**src/rtl/fifo_fwft_occ.sv**
```systemverilog
// First-word-fall-through FIFO using all DEPTH slots, with an occupancy count,
// almost-full/almost-empty thresholds, synchronous flush and sticky error flags.
module fifo_fwft_occ #(
  parameter int DEPTH     = 16,
  parameter int WIDTH     = 4,
  parameter int AF_THRESH = DEPTH - 2,
  parameter int AE_THRESH = 1,
  localparam int PW       = $clog2(DEPTH)
) (
  input  logic             clk,
  input  logic             srst,
  input  logic             flush,
  input  logic             clr_err,
  input  logic             wr_en,
  input  logic [WIDTH-1:0] din,
  output logic             full,
  output logic             almost_full,
  input  logic             rd_en,
  output logic [WIDTH-1:0] dout,
  output logic             empty,
  output logic             almost_empty,
  output logic [PW:0]      count,
  output logic             overflow,
  output logic             underflow
);

  localparam int CW = PW + 1;
  localparam logic [PW:0] DEPTH_C = CW'(DEPTH);
  localparam logic [PW:0] AF_C    = CW'(AF_THRESH);
  localparam logic [PW:0] AE_C    = CW'(AE_THRESH);

  logic [WIDTH-1:0] mem [DEPTH];
  logic [PW-1:0]    head;
  logic [PW-1:0]    tail;
  logic             wr_acc;
  logic             rd_acc;

  // Flags decode the registered count only, so there is no path from wr_en/rd_en.
  assign full         = (count == DEPTH_C);
  assign empty        = (count == '0);
  assign almost_full  = (count >= AF_C);
  assign almost_empty = (count <= AE_C);

  assign wr_acc = wr_en & ~full;
  assign rd_acc = rd_en & ~empty;

  assign dout = mem[head];

  always_ff @(posedge clk) begin
    if (wr_acc && !flush && !srst) begin
      mem[tail] <= din;
    end
  end

  always_ff @(posedge clk) begin
    if (srst) begin
      head      <= '0;
      tail      <= '0;
      count     <= '0;
      overflow  <= 1'b0;
      underflow <= 1'b0;
    end else if (flush) begin
      head  <= '0;
      tail  <= '0;
      count <= '0;
    end else begin
      if (wr_acc) tail <= tail + 1'b1;
      if (rd_acc) head <= head + 1'b1;

      if (wr_acc && !rd_acc) begin
        count <= count + 1'b1;
      end else if (!wr_acc && rd_acc) begin
        count <= count - 1'b1;
      end

      // A new error event in the same cycle as clr_err keeps the flag set.
      if (wr_en && full) begin
        overflow <= 1'b1;
      end else if (clr_err) begin
        overflow <= 1'b0;
      end

      if (rd_en && empty) begin
        underflow <= 1'b1;
      end else if (clr_err) begin
        underflow <= 1'b0;
      end
    end
  end

endmodule

```
**config.mk**
```make
export PLATFORM = sky130hd
export DESIGN_NAME = fifo_fwft_occ
export DESIGN_NICKNAME = d
export VERILOG_FILES = /design/src/rtl/fifo_fwft_occ.sv
export SDC_FILE = /design/constraint.sdc
export NUM_CORES = 1
export LEC_CHECK = 0
export BUFFER_PORTS_ARGS = -buffer_cell sky130_fd_sc_hd__buf_4
export CAP_MARGIN = 15
export CORE_UTILIZATION = 35
export DETAILED_ROUTE_END_ITERATION = 10
export GPL_TIMING_DRIVEN = 0
export PLACE_DENSITY_LB_ADDON = 0.05
export SLEW_MARGIN = 20
export SYNTH_ARGS = -nofsm -noshare
export SYNTH_HDL_FRONTEND = slang
export SYNTH_SLANG_ARGS = --single-unit
```
**constraint.sdc**
```tcl
create_clock -name clk -period 2.3 [get_ports clk]
set_input_delay 0.23 -clock clk [delete_from_list [all_inputs] [get_ports clk]]
set_output_delay 0.23 -clock clk [all_outputs]
set_load 0.02 [all_outputs]
```
### After elaboration in Yosys (flattened, before gate mapping)

Memories as Yosys holds them, arrays and structs flattened. A register that Yosys moved wholly into a read port is not among the register bits.
Cells that the tools add are included.

| storage, ports and cells | value |
|---|---|
| logic and storage cells | 44 |
| bits in registers | 15 |
| bits in read-only memories | 0 |
| memory bits (writable) | 64 |
| bits in latches | 0 |
| memories kept | 1 |
| bits of input ports | 10 |

Memory list:

| name | depth | width | rd ports | clocked after Yosys merged registers in | write ports | RTL line | RTL |
|---|---|---|---|---|---|---|---|
| mem | 16 | 4 | 1 | 1 | 1 | 32 | `logic [WIDTH-1:0] mem [DEPTH];` |

| cells by class | value |
|---|---|
| bitwise operators | 5 |
| multiplexer cells | 9 |
| shift operators | 0 |
| $lt $le $gt $ge | 2 |
| eq/ne operators | 1 |
| divide/modulo/power cells | 0 |
| add/subtract/negate cells | 4 |
| reductions and logical operators | 17 |
| $mul | 0 |

Operator list:

| kind | count |
|---|---|
| 5-bit two-way mux | 2 |
| 4-bit by 1-bit adder with 4-bit output, second input constant | 2 |
| 4-bit two-way mux | 2 |
| 1-bit logical AND | 6 |
| 2-bit nonzero test | 3 |
| 5-bit by 1-bit adder with 5-bit output, second input constant | 1 |
| 5-bit == test, second input constant | 1 |
| 5-bit by 4-bit greater-or-equal comparator with 1-bit output, second input constant | 1 |
| 5-bit by 1-bit less-or-equal comparator with 1-bit output, second input constant | 1 |
| 5-bit zero test | 1 |
| 1-bit two-way mux | 5 |
| 5-bit by 1-bit subtractor with 5-bit output, second input constant | 1 |
| 1-bit zero test | 4 |
| 2-bit AND reduction | 2 |
| 1-bit inverter | 3 |
| 1-bit AND | 2 |
| 2-bit OR reduction | 1 |

### Logic depth before layout (Yosys ltp)

Gate-level depths: netlist of the first run.

| logic depth | value |
|---|---|
| word-level depth | 7 |
| gate-level depth with buffers | 10 |
| mapped depth without buffers | 9 |

### Worst setup path after synthesis of the first run

No wires, ideal clock.

| path | value |
|---|---|
| path kind | flip-flop to flip-flop |
| start point | reg count[0] |
| end point | reg count[4] |
| buffers on the path | 1 |
| cell stages (with the launch flop) | 11 |
| arrival time | 2.249 ns |
| setup time | 0.125 ns |
| setup slack | -0.074 ns |
| data required time | 2.175 ns |
| cells stage by stage | dfxtp_1 -> inv_1 -> ha_1 -> nand4bb_1 -> and2_1 -> buf_2 -> ha_1 -> or4b_1 -> a21oi_2 -> xnor2_1 -> nor2_2 |

| between the ends | value |
|---|---|
| longest elaborated chain between the ends | 6 |
| elaborated cells on any way between the ends | 15 |
| those cells by class | add/sub (2); eq/ne (1); mux (2); bitwise (4); reduce/logical (6) |

Ends and longest elaborated chain:

| item | RTL line | RTL |
|---|---|---|
| start, declared | 22 | `output logic [PW:0] count,` |
| start signal, assigned | 71 | `count <= count + 1'b1;` |
| start signal, assigned | 73 | `count <= count - 1'b1;` |
| 5-bit == test * | 39 | `assign full = (count == DEPTH_C);` |
| 1-bit inverter * | 44 | `assign wr_acc = wr_en & ~full;` |
| 1-bit AND * | 44 |  |
| net wr_acc | 35 | `logic wr_acc;` |
| 1-bit zero test | 72 | `end else if (!wr_acc && rd_acc) begin` |
| 1-bit logical AND | 72 |  |
| 2-bit nonzero test (no source line) | - |  |

Mark *: on every way through the listed nets, which the timed path passes. The rest lies on a longest branch. The select of a mux whose other input is x is not followed.
A chain may end at the register's enable or synchronous reset.

### Worst setup path in the final report of the first run

| path | value |
|---|---|
| start point | reg count[0] |
| end point | reg count[4] |

| between the ends | value |
|---|---|
| longest elaborated chain between the ends | 6 |
| elaborated cells on any way between the ends | 15 |
| those cells by class | add/sub (2); eq/ne (1); mux (2); bitwise (4); reduce/logical (6) |

Ends and longest elaborated chain:

| item |
|---|
| branches (longest 6 deep; another with 5-bit by 1-bit subtractor with 5-bit output) |

Parallel ways; which one is timed is not known. The select of a mux whose other input is x is not followed.

==> results.ini, run 1 <==
[grt]
grt_remaining_overflow=0
grt.total_usage_pct=14.2
grt_pass1_vias=1863
antenna_found_initial=0
grt_max_degree=17
grt_pass1_wl_um=10400

[floorplan]
initial_core_util_pct=36.7
coreArea_um2=9420
dieHeight_um=101
rows=35
dieArea_um2=10300
die_w_um=101
io_pins=25

[finish]
n_fill_cell=857
final_layout_size_suffix_gt1_share_pct=26.3
areaGrowthSynthToFinish_pct=18.5
final_area_um2=4090
final_cells=395
antenna_cells=0
final_net_count=282

[setup_path]
worstPathArrival_ns=2.40
crit_path_max_incr_delay_ns=0.48
cp-end-kind=flop
cp-start-kind=flop
critical_path_class=flop to flop
critical-path-slowest-cell=or4b_1
cp_cell_sequence=inv_2 -> ha_1 -> nand4bb_1 -> and2_4 -> ha_4 -> or4b_1 -> a21oi_2 -> xnor2_1 -> nor2_2
crit_required_ns=2.52
critPathBufInv=1
path_delay_family=simple AND/OR/NAND/NOR gates
cp_max_fo=7

[pwr]
switching_share_pct=23.3
p_clk_share_pct=37.0
p_switching_w=0.000801
intPower_w=0.00264
irDropWorstVdd_v=0.000411
total_power_w=0.00344
power_leakage_nw=1.39
powerDensity_nw_per_um2=841
seq_power_share_pct=48.5
p_comb_share_pct=14.6

[synth]
syn_area_um2=3450
async_reset_ff_share_pct=0
yosysSeqAreaShare_pct=66.7
synth_area_leaders=edfxtp_1 (56%), dfxtp_1 (11%), mux4_2 (10%)
synthCells=227
synth_largest_area_cell=edfxtp_1
synth_top_family_by_area=multiplexers
yosys_register_bits=83
synth.most_common_cell=edfxtp_1
synth_common_cells=edfxtp_1 (64), nor2_1 (33), dfxtp_1 (19), mux4_2 (16), nand3_1 (14)
synthSimpleGateAreaFrac_pct=10.7
synth_top_area_share_pct=55.7
synthMuxAreaShare_pct=11.0
syn_area_per_cell_um2=15.2
ys_warn_count=0
synth_ff_type=edfxtp_1
yosysUniqueCellTypes=35
synth_fa_ha_area_share_pct=3.99
synth-compound-area-share_pct=2.72
yosys.area_share.xor_xnor_pct=2.54
synth_edf_count=64
syn-num-nets=248

[timing]
tightest_slew_ns=0.543
period_minus_slack_ns=2.18
fin_ws_ns=0.119
maxSlewHeadroom_pct=63.8
final.setup_skew_ns=0.0201
final_hold_viol_count=0
fmax_ghz=0.459
period_share_pct=94.8
fin_tns_setup_ns=0
rsz0062_at_grt=no
setup_viol_count_final=0
slew_violations=0

[route]
drt_first_pass_iters=4
via_count=1856
postRouteAntennaNets=0
wl_per_cell_um=16.7
viasPerCell=4.70
drc_errors=0
wirelength_um=6600
drt_iter0_markers=58

[worst_hold_path]
hold_path.class=input pin to flop

[cts]
numCtsBuffers=9
insertion_delay_ns=0.35
root_buffer=clkbuf_8
htreeDepth=3
cts_tree=done
cts_sinks=83
cts_buffer_depth=2
clkTransAtPathRegs_ns=0.08

[place]
place_ws_ns=-0.214
gp_congestion=0.719
hpwl_um=4710
placed_area_um2=3800
dp.cells=380
io_buffers=24

[run]
maxCapViolCount=0

[outcome]
status=completed

[logic make-up (layout without fill, tap and decap cells)]
kind of cell | count (synthesis) | in the layout
flops | 83 | 83
simple gates | 76 | 76
mux | 18 | 18
buf+inv | 15 | 54
compound gates | 14 | 14
fa+ha+maj | 11 | 11
xor+xnor | 10 | 10
[layout make-up]
class / instances / area [µm²] / area share [%]
Clock inverter: 1 / 30.0 / 0.734
Sequential cell: 83 / 2310 / 56.4
Multi-Input combinational cell: 129 / 1090 / 26.6
Buffer: 6 / 57.6 / 1.41
Tap cell: 129 / 161 / 3.95
Clock buffer: 15 / 231 / 5.66
Timing Repair Buffer: 25 / 188 / 4.59
Inverter: 7 / 26.3 / 0.642
[registers in the layout (all words and copies together) (netlist names), named ones only]
name and flops:
overflow 1, mem 64, count 5, underflow 1
head 4, tail 4
[layout by cell type, fill, tap and decap left out, types with 3 or more instances in the layout]
master	n
nand3_1	14
buf_4	26
mux4_2	16
clkbuf_8	9
nand2_1	10
xnor2_1	3
clkbuf_16	4
inv_1	5
dfxtp_1	17
clkbuf_1	4
a21oi_1	5
xor2_1	7
nor2_1	33
ha_1	10
edfxtp_1	64
a22oi_1	3
[repair_timing]
item                                    in CTS  in global routing
endpoints found under the setup margin       7                  4
hold buffers                                 0                  0
buffers inserted                             1                  0
gates resized for setup                      5                  4
[metrics by stage]
stage	util (%)	hold WS, ns
after global placement	40.3	0.421
after CTS	43.3	0.0426
after floorplan	-	0.302
final	43.4	0.0565
after detailed placement	40.3	0.423
after global routing	43.4	0.0497
[worst paths after layout]
path | from | to | slack (ns) | cells past startpoint
min reg2reg | overflow$_SDFFE_PP0P_ | overflow$_SDFFE_PP0P_ | 0.49 | 2
max | count[0]$_SDFFE_PP0P_ | count[4]$_SDFFE_PP0P_ | 0.12 | 9
min | srst | overflow$_SDFFE_PP0P_ | 0.06 | 2
max reg2reg | count[0]$_SDFFE_PP0P_ | count[4]$_SDFFE_PP0P_ | 0.12 | 9
[power by group through the flow]
stage / clock network (W) / logic, W / registers (W)
detailed placement: 0 / 0.000484 / 0.00170
CTS: 0.00131 / 0.000502 / 0.00167
global route: 0.00136 / 0.000550 / 0.00167
finish: 0.00127 / 0.000502 / 0.00167
global placement: 0 / 0.000483 / 0.00170
floorplan: 0 / 0.000307 / 0.00171
[per-layer routing]
metal	track usage, %	share of wire (%)	vias to the layer above
met2	22.1	46	39
met1	19.2	50	891
li1	-	-	917
met5	0	0	-
met4	6.35	1.5	0
met3	3.24	2.9	9
Power figures use the tool's default switching activity.
==> inputs of run 2 (changes only) <==
GPL_ROUTABILITY_DRIVEN = 0   (was not set)
REMOVE_ABC_BUFFERS = 1   (was not set)
==> results.ini, run 2 (synthesis gave the netlist of run 1 again) <==
[route]
drt_first_pass_iters=4  ; unchanged
wl_per_cell_um=16.9  ; was 16.7 µm
drc_errors=0  ; unchanged
drt_iter0_markers=69  ; was 58
viasPerCell=4.72  ; was 4.70
postRouteAntennaNets=0  ; unchanged
wirelength_um=6690  ; was 6600 µm
via_count=1863  ; was 1,856

[cts]
clkTransAtPathRegs_ns=0.08  ; about the same
numCtsBuffers=9  ; unchanged
cts_sinks=83  ; unchanged
htreeDepth=3  ; unchanged
cts_buffer_depth=2  ; unchanged
insertion_delay_ns=0.35  ; about the same
cts_tree=done  ; unchanged
root_buffer=clkbuf_8  ; unchanged

[grt]
grt.total_usage_pct=14.7  ; was 14.2%
antenna_found_initial=0  ; unchanged
grt_max_degree=17  ; unchanged
grt_pass1_wl_um=10600  ; was 10,400 µm
grt_remaining_overflow=0  ; unchanged
grt_pass1_vias=1864  ; was 1,863

[setup_path]
crit_path_max_incr_delay_ns=0.49  ; was 0.48 ns
worstPathArrival_ns=2.47  ; was 2.40 ns
critical-path-slowest-cell=or4b_4  ; was or4b_1
cp-end-kind=flop  ; unchanged
cp_max_fo=8  ; was 7
cp-start-kind=flop  ; unchanged
cp_cell_sequence=inv_1 -> ha_1 -> or4b_4 -> nand2_2 -> ha_2 -> or3_1 -> a21oi_1  ; was inv_2 -> ha_1 -> nand4bb_1 -> and2_4 -> ha_4 -> or4b_1 -> a21oi_2 -> xnor2_1 -> nor2_2
critPathBufInv=1  ; unchanged
path_delay_family=simple AND/OR/NAND/NOR gates  ; unchanged
critical_path_class=flop to flop  ; unchanged
crit_required_ns=2.58  ; was 2.52 ns

[pwr]
switching_share_pct=25.6  ; was 23.3%
p_comb_share_pct=15.8  ; was 14.6%
seq_power_share_pct=53.5  ; was 48.5%
p_switching_w=0.000801  ; about the same
irDropWorstVdd_v=0.000321  ; was 0.000411 V
p_clk_share_pct=30.7  ; was 37.0%
intPower_w=0.00233  ; was 0.00264 W
powerDensity_nw_per_um2=782  ; was 841 nW/µm²
power_leakage_nw=1.37  ; was 1.39 nW

[finish]
final_layout_size_suffix_gt1_share_pct=27.1  ; was 26.3%
multiInputGateArea_um2=1070  ; was 1090 µm²
largestRegisters=mem x64, count x5  ; unchanged
areaGrowthSynthToFinish_pct=16.2  ; was 18.5%
largest_register_ffs=64  ; unchanged
top_register=mem  ; unchanged
final_cell_mix=edfxtp_1 (64), nor2_1 (33), buf_4 (29)  ; was edfxtp_1 (64), nor2_1 (33), buf_4 (26)
register_area_um2=2310  ; about the same
antenna_cells=0  ; unchanged
final_cells=395  ; unchanged
n_fill_cell=879  ; was 857
final_common_cell=edfxtp_1  ; unchanged
final_area_um2=4010  ; was 4090 µm²
finalCoreUtilization_pct=42.6  ; was 43.4%
final_net_count=282  ; unchanged

[worst_hold_path]
hold_path.class=input pin to flop  ; unchanged

[timing]
period_share_pct=95.1  ; was 94.8%
fmax_ghz=0.457  ; was 0.459 GHz
rsz0062_at_grt=no  ; unchanged
tightest_slew_ns=0.591  ; was 0.543 ns
holdWs_ns=0.0630  ; was 0.0565 ns
maxSlewHeadroom_pct=60.6  ; was 63.8%
slew_violations=0  ; unchanged
setup_viol_count_final=0  ; unchanged
final.setup_skew_ns=0.0115  ; was 0.0201 ns
final_hold_viol_count=0  ; unchanged
period_minus_slack_ns=2.19  ; was 2.18 ns

[floorplan]
io_pins=25  ; unchanged
dieArea_um2=10300  ; unchanged
coreArea_um2=9420  ; unchanged
die_w_um=101  ; unchanged
rows=35  ; unchanged
dieHeight_um=101  ; unchanged
initial_core_util_pct=36.7  ; unchanged

[place]
io_buffers=24  ; unchanged
hpwl_um=4490  ; was 4710 µm
dp.cells=372  ; was 380
placed_area_um2=3740  ; was 3800 µm²

[outcome]
status=completed  ; unchanged

[run]
maxCapViolCount=0  ; unchanged

[run 2: cell types whose count changed in the layout (fill, tap and decap cells not counted), moves of 2 or more]
cell | before | now
dfxtp_1 | 17 | 15
clkbuf_16 | 4 | 1
clkbuf_1 | 4 | 2
inv_4 | 0 | 2
clkinv_2 | 0 | 2
buf_6 | 2 | 0
buf_4 | 26 | 29
[run 2: power groups by stage]
stage | combinational, W | clock (W) | sequential, W
5_1_grt | 0.000545 | 0.00105 | 0.00168
2_1_floorplan | 0.000275 | 0 | 0.00173
4_1_cts | 0.000490 | 0.000990 | 0.00168
3_3_place_gp | 0.000441 | 0 | 0.00173
3_5_place_dp | 0.000440 | 0 | 0.00173
6_report | 0.000495 | 0.000963 | 0.00168
[run 2: worst paths after layout]
check,cells past startpoint,end,slack [ns],from
worst max-delay path,7,count[2]$_SDFFE_PP0P_,0.11,count[1]$_SDFFE_PP0P_
worst min-delay path,2,overflow$_SDFFE_PP0P_,0.06,srst
worst max register to register,7,count[2]$_SDFFE_PP0P_,0.11,count[1]$_SDFFE_PP0P_
worst min register to register,2,overflow$_SDFFE_PP0P_,0.50,overflow$_SDFFE_PP0P_
[run 2: final cells by class]
class                      count  area share (%)
clock buffer                  12            3.90
clock inverter                 4           0.562
inverter                       7           0.655
multi-input combinational    129            26.8
sequential                    83            57.7
tap                          129            4.02
timing repair buffer          31            6.43
[run 2: stage by stage]
step / setup TNS [ns] / total power, W / worst slack [ns]
floorplan: -0.0286 / 0.00200 / -0.0286
global route: 0 / 0.00328 / 0.000809
finish: 0 / 0.00314 / 0.113
global placement: -3.25 / 0.00217 / -0.307
detailed placement: -1.39 / 0.00216 / -0.215
CTS: 0 / 0.00316 / 0.0289
[run 2: layer usage]
layer  global-route usage, %  wire length (µm)  vias up  part of all wire, %
met1                    20.2              3280      900                   49
li1                        -                 -      917                    -
met2                    22.7              3090       35                   46
met5                       0                 0        -                    0
met4                    6.69               135        0                  2.0
met3                    2.90               182       11                  2.7
[run 2: what timing repair did]
| item | CTS | global route |
|---|---|---|
| resized for setup | 7 | 2 |
| pin swaps | 1 | 0 |
| setup buffers | 6 | 1 |
| setup endpoints to repair | 40 | 3 |
| hold buffers | 0 | 0 |
==> inputs of run 3 (changes only) <==
==> constraint.sdc (replaced) <==
create_clock -name clk -period 2.3 [get_ports clk]
set_input_delay 0.23 -clock clk [delete_from_list [all_inputs] [get_ports clk]]
set_output_delay 0.23 -clock clk [all_outputs]
set_load 0.05 [all_outputs]
==> results.ini, run 3 (synthesis gave the netlist of run 1 again) <==
[setup_path]
cp_max_fo=8  ; unchanged
critical-path-slowest-cell=or4b_4  ; unchanged
cp-start-kind=flop  ; unchanged
cp_cell_sequence=inv_1 -> ha_1 -> or4b_4 -> nand2_2 -> ha_2 -> or3_1 -> a21oi_1  ; unchanged
worstPathArrival_ns=2.47  ; about the same
critPathBufInv=1  ; unchanged
path_delay_family=simple AND/OR/NAND/NOR gates  ; unchanged
critical_path_class=flop to flop  ; unchanged
cp-end-kind=flop  ; unchanged
crit_required_ns=2.58  ; about the same
crit_path_max_incr_delay_ns=0.49  ; about the same

[grt]
grt_remaining_overflow=0  ; unchanged
grt_pass1_vias=1864  ; unchanged
grt_pass1_wl_um=10600  ; unchanged
grt.total_usage_pct=14.7  ; unchanged
grt_max_degree=17  ; unchanged
antenna_found_initial=0  ; unchanged

[finish]
final_net_count=282  ; unchanged
final_cells=395  ; unchanged
top_register=mem  ; unchanged
largest_register_ffs=64  ; unchanged
finalCoreUtilization_pct=42.7  ; was 42.6%
areaGrowthSynthToFinish_pct=16.5  ; was 16.2%
final_common_cell=edfxtp_1  ; unchanged
final_layout_size_suffix_gt1_share_pct=27.8  ; was 27.1%
n_fill_cell=879  ; unchanged
multiInputGateArea_um2=1080  ; was 1070 µm²
largestRegisters=mem x64, count x5  ; unchanged
register_area_um2=2310  ; about the same
final_cell_mix=edfxtp_1 (64), nor2_1 (33), buf_4 (29)  ; unchanged
final_area_um2=4020  ; was 4010 µm²
antenna_cells=0  ; unchanged

[cts]
clkTransAtPathRegs_ns=0.08  ; about the same
root_buffer=clkbuf_8  ; unchanged
cts_tree=done  ; unchanged
cts_sinks=83  ; unchanged
htreeDepth=3  ; unchanged
cts_buffer_depth=2  ; unchanged
numCtsBuffers=9  ; unchanged
insertion_delay_ns=0.35  ; about the same

[floorplan]
die_w_um=101  ; unchanged
io_pins=25  ; unchanged
coreArea_um2=9420  ; unchanged
rows=35  ; unchanged
dieHeight_um=101  ; unchanged
dieArea_um2=10300  ; unchanged
initial_core_util_pct=36.7  ; unchanged

[timing]
maxSlewHeadroom_pct=60.6  ; unchanged
final_hold_viol_count=0  ; unchanged
final.setup_skew_ns=0.0114  ; was 0.0115 ns
tightest_slew_ns=0.591  ; unchanged
rsz0062_at_grt=no  ; unchanged
period_minus_slack_ns=2.19  ; about the same
setup_viol_count_final=0  ; unchanged
fmax_ghz=0.457  ; about the same
fin_ws_ns=0.113  ; about the same
slew_violations=0  ; unchanged
period_share_pct=95.1  ; about the same

[route]
drt_first_pass_iters=4  ; unchanged
drc_errors=0  ; unchanged
drt_iter0_markers=71  ; was 69
wl_per_cell_um=17.0  ; was 16.9 µm
via_count=1850  ; was 1,863
postRouteAntennaNets=0  ; unchanged
viasPerCell=4.68  ; was 4.72
wirelength_um=6700  ; was 6690 µm

[outcome]
status=completed  ; unchanged

[place]
dp.cells=372  ; unchanged
hpwl_um=4490  ; unchanged
io_buffers=24  ; unchanged
place_ws_ns=-0.215  ; unchanged
placed_area_um2=3740  ; unchanged

[pwr]
power_leakage_nw=1.37  ; about the same
powerDensity_nw_per_um2=806  ; was 782 nW/µm²
irDropWorstVdd_v=0.000438  ; was 0.000321 V

[worst_hold_path]
hold_path.class=input pin to flop  ; unchanged

[run]
maxCapViolCount=0  ; unchanged

-- run 3: cell count changes in the layout (fill, tap and decap cells not counted) --
cell     previous run  this run
a22oi_2             0         2
a22oi_1             4         2
dfxtp_2             2         1
dfxtp_4             2         3
-- run 3: cell type report --
class                           instances  area share, %
Inverter                                7          0.653
Multi-Input combinational cell        129           26.9
Tap cell                              129           4.01
Sequential cell                        83           57.5
Clock buffer                           12           3.89
Timing Repair Buffer                   31           6.41
Clock inverter                          4          0.560
-- run 3: final timing paths --
path | slack [ns] | start | to | cells past startpoint
max | 0.11 | count[1]$_SDFFE_PP0P_ | count[2]$_SDFFE_PP0P_ | 7
min | 0.06 | srst | overflow$_SDFFE_PP0P_ | 2
max reg2reg | 0.11 | count[1]$_SDFFE_PP0P_ | count[2]$_SDFFE_PP0P_ | 7
min reg2reg | 0.50 | overflow$_SDFFE_PP0P_ | overflow$_SDFFE_PP0P_ | 2
-- run 3: routing by layer --
| layer | up-vias | GRT usage (%) | share of wire (%) | routed length [µm] |
|---|---|---|---|---|
| met5 | - | 0 | 0 | 0 |
| met4 | 0 | 6.69 | 2.0 | 133 |
| met3 | 10 | 2.90 | 2.2 | 148 |
| met2 | 28 | 22.7 | 46 | 3080 |
| met1 | 895 | 20.2 | 50 | 3330 |
| li1 | 917 | - | - | - |
-- run 3: power by group --
part,total [W],internal (W),switching [W]
clock,0.000966,0.000457,0.000509
sequential,0.00168,0.00164,0.0000400
combinational,0.000601,0.000244,0.000357
-- run 3: worst reg2reg max path, delay by kind of cell (launching register included) --
| family | cells | cell delay, ns |
|---|---|---|
| buffers and inverters | 1 | 0.12 |
| AO/OA/AOI/OAI | 1 | 0.14 |
| flip-flops | 1 | 0.38 |
| adder cells (fa/ha/maj) | 2 | 0.49 |
| AND/OR/NAND/NOR | 3 | 0.99 |
-- run 3: repair_timing --
item	4_1_cts	5_1_grt
hold buffers	0	0
hold endpoints to repair	0	0
pin swaps	1	0
gates resized for setup	7	5
endpoints found under the setup margin	40	5
setup buffers	6	1
-- run 3: per-stage QoR --
stage | setup TNS (ns) | hold WS [ns] | power, W
detailed placement | -1.39 | 0.421 | 0.00227
floorplan | -1.01 | 0.302 | 0.00210
global route | 0 | 0.0509 | 0.00338
finish | 0 | 0.0642 | 0.00324
global placement | -3.38 | 0.420 | 0.00227
CTS | 0 | 0.0482 | 0.00326
